[src/rtl/fwd_sel.sv]
// Operand-forwarding select generator: tracks EX/MEM/WB destinations and produces registered
// EX mux selects plus a combinational load-use stall. Optional macro FWD_WB_SRC_EN enables MEM-slot forwarding.
module fwd_sel #(
    parameter int N = 5
) (
    input  logic         CLK,
    input  logic         RESET,
    input  logic         FREEZE,
    input  logic         FLUSH,
    input  logic [N-1:0] ID_RS1,
    input  logic [N-1:0] ID_RS2,
    input  logic         ID_USE1,
    input  logic         ID_USE2,
    input  logic         ID_IMM,
    input  logic [N-1:0] ID_RD,
    input  logic         ID_WE,
    input  logic         ID_LOAD,
    output logic         SA0,
    output logic         SA1,
    output logic         SB0,
    output logic         SB1,
    output logic         HAZ
);

    typedef struct packed {
        logic [N-1:0] rd;
        logic         we;
        logic         load;
    } slot_t;

    slot_t        ex_q, ex_d;
    slot_t        mem_q, mem_d;
    slot_t        wb_q, wb_d;
    logic [1:0]   sa_q, sa_d;
    logic [1:0]   sb_q, sb_d;

    logic [N-1:0] src_rs [2];
    logic [1:0]   src_use;
    logic [1:0]   match_ex;
    logic [1:0]   match_mem;
    logic [1:0]   stall_src;
    logic [1:0]   sel_next [2];
    logic         bubble;
    logic         unused_wb;

    assign src_rs[0] = ID_RS1;
    assign src_rs[1] = ID_RS2;
    assign src_use   = {ID_USE2, ID_USE1};

    genvar gi;
    generate
        for (gi = 0; gi < 2; gi++) begin : g_src
            assign match_ex[gi]  = src_use[gi] & ex_q.we & (ex_q.rd != '0)
                                 & (src_rs[gi] == ex_q.rd);
            assign match_mem[gi] = src_use[gi] & mem_q.we & (mem_q.rd != '0)
                                 & (src_rs[gi] == mem_q.rd);
`ifdef FWD_WB_SRC_EN
            assign stall_src[gi] = match_ex[gi] & ex_q.load;
            assign sel_next[gi]  = match_ex[gi]  ? 2'b01 :
                                   match_mem[gi] ? 2'b10 : 2'b00;
`else
            // Without a WB path, an unshadowed MEM producer waits one cycle for regfile write-through.
            assign stall_src[gi] = (match_ex[gi] & ex_q.load) | (match_mem[gi] & ~match_ex[gi]);
            assign sel_next[gi]  = match_ex[gi] ? 2'b01 : 2'b00;
`endif
        end
    endgenerate

    assign HAZ    = |stall_src;
    assign bubble = HAZ | FLUSH;

    always_comb begin
        ex_d  = ex_q;
        mem_d = mem_q;
        wb_d  = wb_q;
        sa_d  = sa_q;
        sb_d  = sb_q;
        if (!FREEZE) begin
            mem_d = ex_q;
            wb_d  = mem_q;
            if (bubble) begin
                ex_d = '0;
                sa_d = 2'b00;
                sb_d = 2'b00;
            end else begin
                ex_d = {ID_RD, ID_WE, ID_LOAD};
                sa_d = sel_next[0];
                sb_d = ID_IMM ? 2'b11 : sel_next[1];
            end
        end
    end

    always_ff @(posedge CLK) begin
        if (RESET) begin
            ex_q  <= '0;
            mem_q <= '0;
            wb_q  <= '0;
            sa_q  <= 2'b00;
            sb_q  <= 2'b00;
        end else begin
            ex_q  <= ex_d;
            mem_q <= mem_d;
            wb_q  <= wb_d;
            sa_q  <= sa_d;
            sb_q  <= sb_d;
        end
    end

    // WB only feeds regfile write-through elsewhere; nothing here compares against it.
    assign unused_wb = ^wb_q;

    assign SA0 = sa_q[0];
    assign SA1 = sa_q[1];
    assign SB0 = sb_q[0];
    assign SB1 = sb_q[1];

endmodule
[config.mk]
export PLATFORM = sky130hd
export DESIGN_NAME = fwd_sel
export DESIGN_NICKNAME = d
export VERILOG_FILES = /design/src/rtl/fwd_sel.sv
export SDC_FILE = /design/constraint.sdc
export NUM_CORES = 1
export LEC_CHECK = 0
export CORE_UTILIZATION = 46
export CTS_CLUSTER_SIZE = 16
export DETAILED_ROUTE_END_ITERATION = 10
export PLACE_DENSITY = 0.79
export SKIP_LAST_GASP = 1
export SLEW_MARGIN = 15
export SYNTH_ARGS = -nofsm -noshare
export SYNTH_HDL_FRONTEND = slang
export SYNTH_SLANG_ARGS = --single-unit
[constraint.sdc]
create_clock -name CLK -period 2.9 [get_ports CLK]
set_input_delay 0.725 -clock CLK [delete_from_list [all_inputs] [get_ports CLK]]
set_output_delay 0.725 -clock CLK [all_outputs]
set_load 0.01 [all_outputs]
==> run_results.csv, run 1 <==
group,metric,value,unit
cells_and_area,synthToLayoutAreaGrowth,37.3,%
pwr,sw_frac_of_total,24.9,%
pwr,intPower,327,uW
cells_and_area,regArea,320,um2
timing,post-route-period-util,98.1,%
routing,routed-via-count,862,
synthesis,netlist_area,960,um2
critical_path,cp_max_fo,4,
global_routing,gr-usage-met1,25.9,%
placement,dpl-instance-area,0.00128,mm2
pwr,clockPowerShare,25.1,%
die,ios,29,
cells_and_area,final_core_util,67.2,%
routing,routedWlPerCell,13.8,um
cells_and_area,drive_above_1_share,17.9,%
global_routing,grt_pass1_vias,811,
routing,detail_route.iter0.violations,13,
global_routing,use_met3,3.02,%
routing,dr.pass1.iters,4,
timing,max_freq,0.351,GHz
synthesis,synth_warnings,0,
timing,timing.final.hold_violations,0,
clock_tree,htree_levels,1,
pwr,report.power.total,436,uW
critical_path,cp.arrival,2120,ps
die,rows,16,
pwr,pwr-share-comb,20.9,%
global_routing,top_usage_layer,"met2",
die,fp.dieArea,0.00227,mm2
placement,gp_congestion,0.855,
cells_and_area,num-nets-final,166,
pwr,cellLeakagePower,0.505,nW
flow_run,max_cap_viol_count,0,
cells_and_area,nFillCells,177,
pwr,p_per_area,331,mW/mm2
placement,dpl.hpwl,1770,um
critical_path,r2r_end,"sb_q[0]$_SDFFE_PP0N_",
synthesis,ys_seq_area_share,33.4,%
clock_tree,cts_hold_buf,0,
critical_path,crit_path_end,"HAZ",
clock_tree,clk_path_buf_depth,2,
critical_path,startpoint_type,"input pin",
placement,dp_cells,163,
clock_tree,clk_latency,270,ps
critical_path,path_class,"in -> out",
synthesis,syn-num-nets,132,
timing,fin_crit,2850,ps
critical_path,crit_path_start,"ID_USE2",
hold_path,hp-class,"reg -> reg",
cells_and_area,final_area,0.00132,mm2
global_routing,grt_overflow,0,
critical_path,r2r_start,"mem_q[5]$_SDFFE_PP0N_",
die,die_h,47.7,um
cells_and_area,antenna_cells,0,
die,die_w,47.7,um
die,core,0.00196,mm2
die,start_util,48.9,%
global_routing,grt_pass1_wl,3350,um
status,status,"completed",
timing,setup_violations,0,
routing,drc,0,
synthesis,syn-instance-count,108,
pwr,p_seq_share,54.0,%
pwr,p_switching,109,uW
cells_and_area,fin_cells,167,
routing,via_per_inst,5.16,
critical_path,r2r_slack,900,ps
global_routing,use_met2,38.1,%
routing,routed_wl,2300,um
routing,ant_nets,0,
timing,finalClockSkew,8.68,ps
critical_path,r2r_cells,7,
placement,portBuffers,27,
clock_tree,cts_buffers,3,
cells_and_area,multi_input_area,628,um2
timing,rsz0062_at_grt,"false",
global_routing,grt.total_usage,21.2,%
clock_tree,cts.clk_slew.worst_paths,90,ps
synthesis,syn_area_per_cell,8.89,um2
clock_tree,cts_root_buffer,"clkbuf_4",
critical_path,cp.required,2170,ps
global_routing,antenna_found_initial,0,
critical_path,endpoint_kind,"output pin",
pwr,ir_drop,0.000238,V
clock_tree,cts_tree,"built",
timing,slew_viol_final,0,
global_routing,grt_max_degree,25,
synthesis,ys_seq_elements,16,
synthesis,synth.distinct_cells,32,
clock_tree,clock_sinks,16,
## what timing repair did
action	CTS	global route
cloned	0	0
pin swaps	6	5
setup endpoints to repair	1	1
gates resized for setup	17	14
setup buffers	1	0
## worst max-delay path, cell delays in order
cell	delay, ps
clkdlybuf4s50_1	410
and3_2	240
o31ai_2	220
o21ai_1	110
a32oi_2	250
buf_2	170
## cell usage in the layout (no fill, tap or decap), types with 2 or more instances in the layout
| master | netlist | routed |
|---|---|---|
| buf_4 | 1 | 8 |
| clkbuf_2 | 0 | 3 |
| clkbuf_4 | 0 | 3 |
| clkdlybuf4s15_1 | 0 | 3 |
| clkdlybuf4s50_1 | 0 | 16 |
| dfxtp_1 | 16 | 16 |
| dlygate4sd2_1 | 0 | 4 |
| inv_1 | 2 | 2 |
| mux2i_1 | 6 | 6 |
| nand2_1 | 12 | 12 |
| nand3b_1 | 8 | 8 |
| nand4_1 | 2 | 2 |
| nor2_1 | 8 | 8 |
| o21ai_1 | 1 | 2 |
| o22ai_1 | 8 | 8 |
| xnor2_1 | 10 | 10 |
| xor2_1 | 10 | 10 |
## routing by layer
layer	share of wire (%)	wire length [um]
met5	0	0
met2	49	1130
met3	4.7	107
met1	46	1060
met4	0.52	12
## registers in the layout, summed over array words and instances (netlist names)
| register | cells |
|---|---|
| sa_q | 1 |
| ex_q | 7 |
| mem_q | 6 |
| sb_q | 2 |
## power by group through the flow
stage                     logic [mW]  registers [mW]  clock network (mW)
final                         0.0912           0.235               0.109
after global routing          0.0987           0.236               0.124
after CTS                     0.0900           0.235               0.113
after detailed placement      0.0933           0.240                   0
after global placement        0.0918           0.240                   0
after floorplan               0.0463           0.238                   0
## per-stage QoR
| stage | hold slack (ps) | worst slack (ps) | TNS, ps |
|---|---|---|---|
| floorplan | 455 | 393 | 0 |
| global placement | 467 | -625 | -625 |
| detailed placement | 478 | -651 | -651 |
| CTS | 493 | 15.5 | 0 |
| global route | 514 | 5.81 | 0 |
| finish | 486 | 53.8 | 0 |
## synthesized netlist by cell type
library cell  instances  area [um2]
a21oi_1               1        5.00
mux2i_1               6        60.1
o31ai_1               1        7.51
o21ai_1               1        5.00
and3_1                2        12.5
o21a_1                1        7.51
nand4_1               2        12.5
or3_1                 1        6.26
buf_4                 1        7.51
xnor2_1              10        87.6
o32ai_4               1        27.5
o22ai_1               8        50.1
o21ba_1               1        10.0
nand3b_1              8        60.1
buf_6                 1        11.3
o21ai_2               1        8.76
nor4_1                2        12.5
inv_1                 2        7.51
or4_4                 1        11.3
conb_1                1        3.75
nor2_1                8        30.0
clkbuf_1              3        11.3
o32ai_1               1        8.76
nor3_1                1        5.00
a32oi_1               1        8.76
o21ai_0               1        5.00
buf_1                 1        3.75
xor2_1               10        87.6
or4_1                 1        7.51
o211ai_2              1        12.5
dfxtp_1              16         320
nand2_1              12        45.0
## worst min path at each step
stage               slack [ps]                    to  cells past startpoint            startpoint
finish                     490  sb_q[1]$_SDFFE_PP0N_                      2  sb_q[1]$_SDFFE_PP0N_
global route               510  ex_q[0]$_SDFFE_PP0N_                      2  ex_q[0]$_SDFFE_PP0N_
CTS                        490  ex_q[0]$_SDFFE_PP0N_                      2  ex_q[0]$_SDFFE_PP0N_
detailed placement         480  sb_q[1]$_SDFFE_PP0N_                      2  sb_q[1]$_SDFFE_PP0N_
global placement           470  ex_q[0]$_SDFFE_PP0N_                      2  ex_q[0]$_SDFFE_PP0N_
floorplan                  460  ex_q[0]$_SDFFE_PP0N_                      2  ex_q[0]$_SDFFE_PP0N_
## layout make-up
class,instances,share of cell area (%)
timing repair buffer,35,23.2
sequential,16,24.3
inverter,2,0.570
clock buffer,3,1.71
tap,27,2.56
multi-input combinational,84,47.7
## logic make-up after synthesis
group / synth area share [%]
multiplexers: 6.26
AO/OA/AOI/OAI: 16.3
AND/OR/NAND/NOR: 21.1
other: 0.391
buffers and inverters: 4.30
flip-flops: 33.4
XOR/XNOR: 18.3
No activity file was read; power rests on OpenSTA's default activity.
==> run 2, diff against run 1 <==
--- a/config.mk
+++ b/config.mk
@@ -5,6 +5,7 @@
 export SDC_FILE = /design/constraint.sdc
 export NUM_CORES = 1
 export LEC_CHECK = 0
+export CORE_MARGIN = 1.5
 export CORE_UTILIZATION = 46
 export CTS_CLUSTER_SIZE = 16
 export DETAILED_ROUTE_END_ITERATION = 10
==> constraint.sdc (replaced) <==
create_clock -name CLK -period 2.9 [get_ports CLK]
set_input_delay 0.87 -clock CLK [delete_from_list [all_inputs] [get_ports CLK]]
set_output_delay 0.87 -clock CLK [all_outputs]
set_load 0.01 [all_outputs]
==> run 2 against run 1 <==
Against the previous run: the flow now finishes with violations (setup timing); sequential share of layout area fell by 1.7 points; non-clock buffer count is 4 higher; core utilization up 5.1 points; cell count is 3.0% higher; routed wire length rose by 11%; critical path type unchanged; critical endpoint unchanged.
==> run_results.csv, run 2 (same netlist as run 1, synthesis figures left out) <==
group,metric,value,unit
status,status,"complete, but fails checks",
status,violations,"setup timing",
placement,gp_congestion,0.871,
routing,routedWlPerCell,14.8,um
routing,wl_met3,125,um
critical_path,startpoint_type,"input pin",
clock_tree,htree_levels,1,
critical_path,cp.arrival,2160,ps
pwr,cellLeakagePower,0.552,nW
cells_and_area,regMostFlops,"ex_q",
global_routing,antenna_found_initial,0,
critical_path,cp.required,2030,ps
routing,routed_wl,2550,um
routing,drc,0,
cells_and_area,num-nets-final,170,
clock_tree,clock_sinks,16,
routing,met1_length,1120,um
placement,portBuffers,27,
cells_and_area,reg_top3,"ex_q x7, mem_q x6, sb_q x2",
critical_path,cp_max_fo,3,
clock_tree,cts_tree,"built",
pwr,p_per_area,343,mW/mm2
clock_tree,cts_root_buffer,"clkbuf_4",
routing,ant_nets,0,
routing,via_per_inst,5.14,
die,fp.dieArea,0.00237,mm2
global_routing,grt_pass1_vias,880,
routing,routed-via-count,884,
routing,wl_met2,1250,um
timing,fin_ws,-131,ps
die,start_util,48.9,%
timing,fin_crit,3030,ps
clock_tree,clk_latency,290,ps
global_routing,grt_max_degree,25,
routing,dr.pass1.iters,4,
routing,detail_route.iter0.violations,5,
clock_tree,cts_hold_buf,0,
hold_path,hp-class,"reg -> reg",
cells_and_area,synthToLayoutAreaGrowth,47.7,%
global_routing,grt.total_usage,22.8,%
die,die_w,48.7,um
die,core,0.00196,mm2
timing,timing.final.hold_violations,0,
cells_and_area,drive_above_1_share,29.7,%
placement,dpl-instance-area,0.00129,mm2
flow_run,max_cap_viol_count,0,
critical_path,path_class,"in -> out",
timing,max_freq,0.330,GHz
die,ios,29,
timing,finalClockSkew,0.869,ps
clock_tree,clk_path_buf_depth,2,
pwr,ir_drop,0.000374,V
timing,setup_violations,1,
clock_tree,cts_buffers,3,
cells_and_area,layout_commonest_cell,"dfxtp_1",
die,die_h,48.7,um
critical_path,endpoint_kind,"output pin",
global_routing,grt_pass1_wl,4170,um
routing,top_layer,"met4",
cells_and_area,mostFrequentLayoutCells,"dfxtp_1 (16), clkdlybuf4s50_1 (15), nand2_1 (12), buf_4 (10), xnor2_1 (9)",
global_routing,grt_overflow,0,
timing,fin_tns_setup,-131,ps
cells_and_area,largest_register_ffs,7,
cells_and_area,final_area,0.00142,mm2
die,rows,16,
clock_tree,cts.clk_slew.worst_paths,90,ps
timing,slew_viol_final,0,
placement,dpl.hpwl,1900,um
timing,rsz0062_at_grt,"true",
cells_and_area,antenna_cells,0,
timing,post-route-period-util,105,%
==> run 2: report_power, final <==
group          switching, mW  internal [mW]
Clock                 0.0730         0.0767
Combinational         0.0419         0.0594
Sequential           0.00926          0.226
Total                  0.124          0.362
==> run 2: worst max-delay path: stages <==
cell and delay [ps]:
clkdlybuf4s15_2 200, xor2_1 150, nor4_1 210, and3_2 280, o31ai_4 90, o21ai_2 70, a32oi_2 130, buf_2 160
==> run 2: what timing repair did <==
item                       in CTS  in global routing
cloned                          0                  0
gates resized for setup        54                 10
setup endpoints to repair       1                  1
setup buffers                   4                  0
pin swaps                       9                 13
==> run 2: routing by layer <==
metal	track usage, %	up-vias
met2	40.0	30
met1	26.8	396
met5	0	-
li1	-	451
met4	11.0	0
met3	4.01	7
==> run 2: cell type report <==
class	instances	area, um2
Multi-Input combinational cell	84	667
Inverter	2	7.51
Fill cell	159	544
Timing Repair Buffer	39	353
Clock buffer	4	36.3
Tap cell	27	33.8
Sequential cell	16	320
==> run 2: worst paths after layout <==
check        cells past startpoint                   end            startpoint  slack, ps
max reg2reg                      9  sb_q[0]$_SDFFE_PP0N_  ex_q[5]$_SDFFE_PP0N_        830
max                              8                   HAZ             ID_RS1[3]       -130
min                              2  sb_q[1]$_SDFFE_PP0N_  sb_q[1]$_SDFFE_PP0N_        490
min reg2reg                      2  sb_q[1]$_SDFFE_PP0N_  sb_q[1]$_SDFFE_PP0N_        490
==> run 2: stage by stage <==
step / hold WS (ps) / worst slack (ps) / std cells / util, % / total power, mW
6_report: 487 / -131 / 172 / 72.3 / 0.486
5_1_grt: 505 / -262 / 172 / 72.3 / 0.505
4_1_cts: 489 / -147 / 172 / 70.2 / 0.483
3_5_place_dp: 471 / -987 / 164 / 65.8 / 0.336
3_3_place_gp: 467 / -913 / 164 / 65.8 / 0.332
2_1_floorplan: 455 / 103 / 108 / - / 0.284
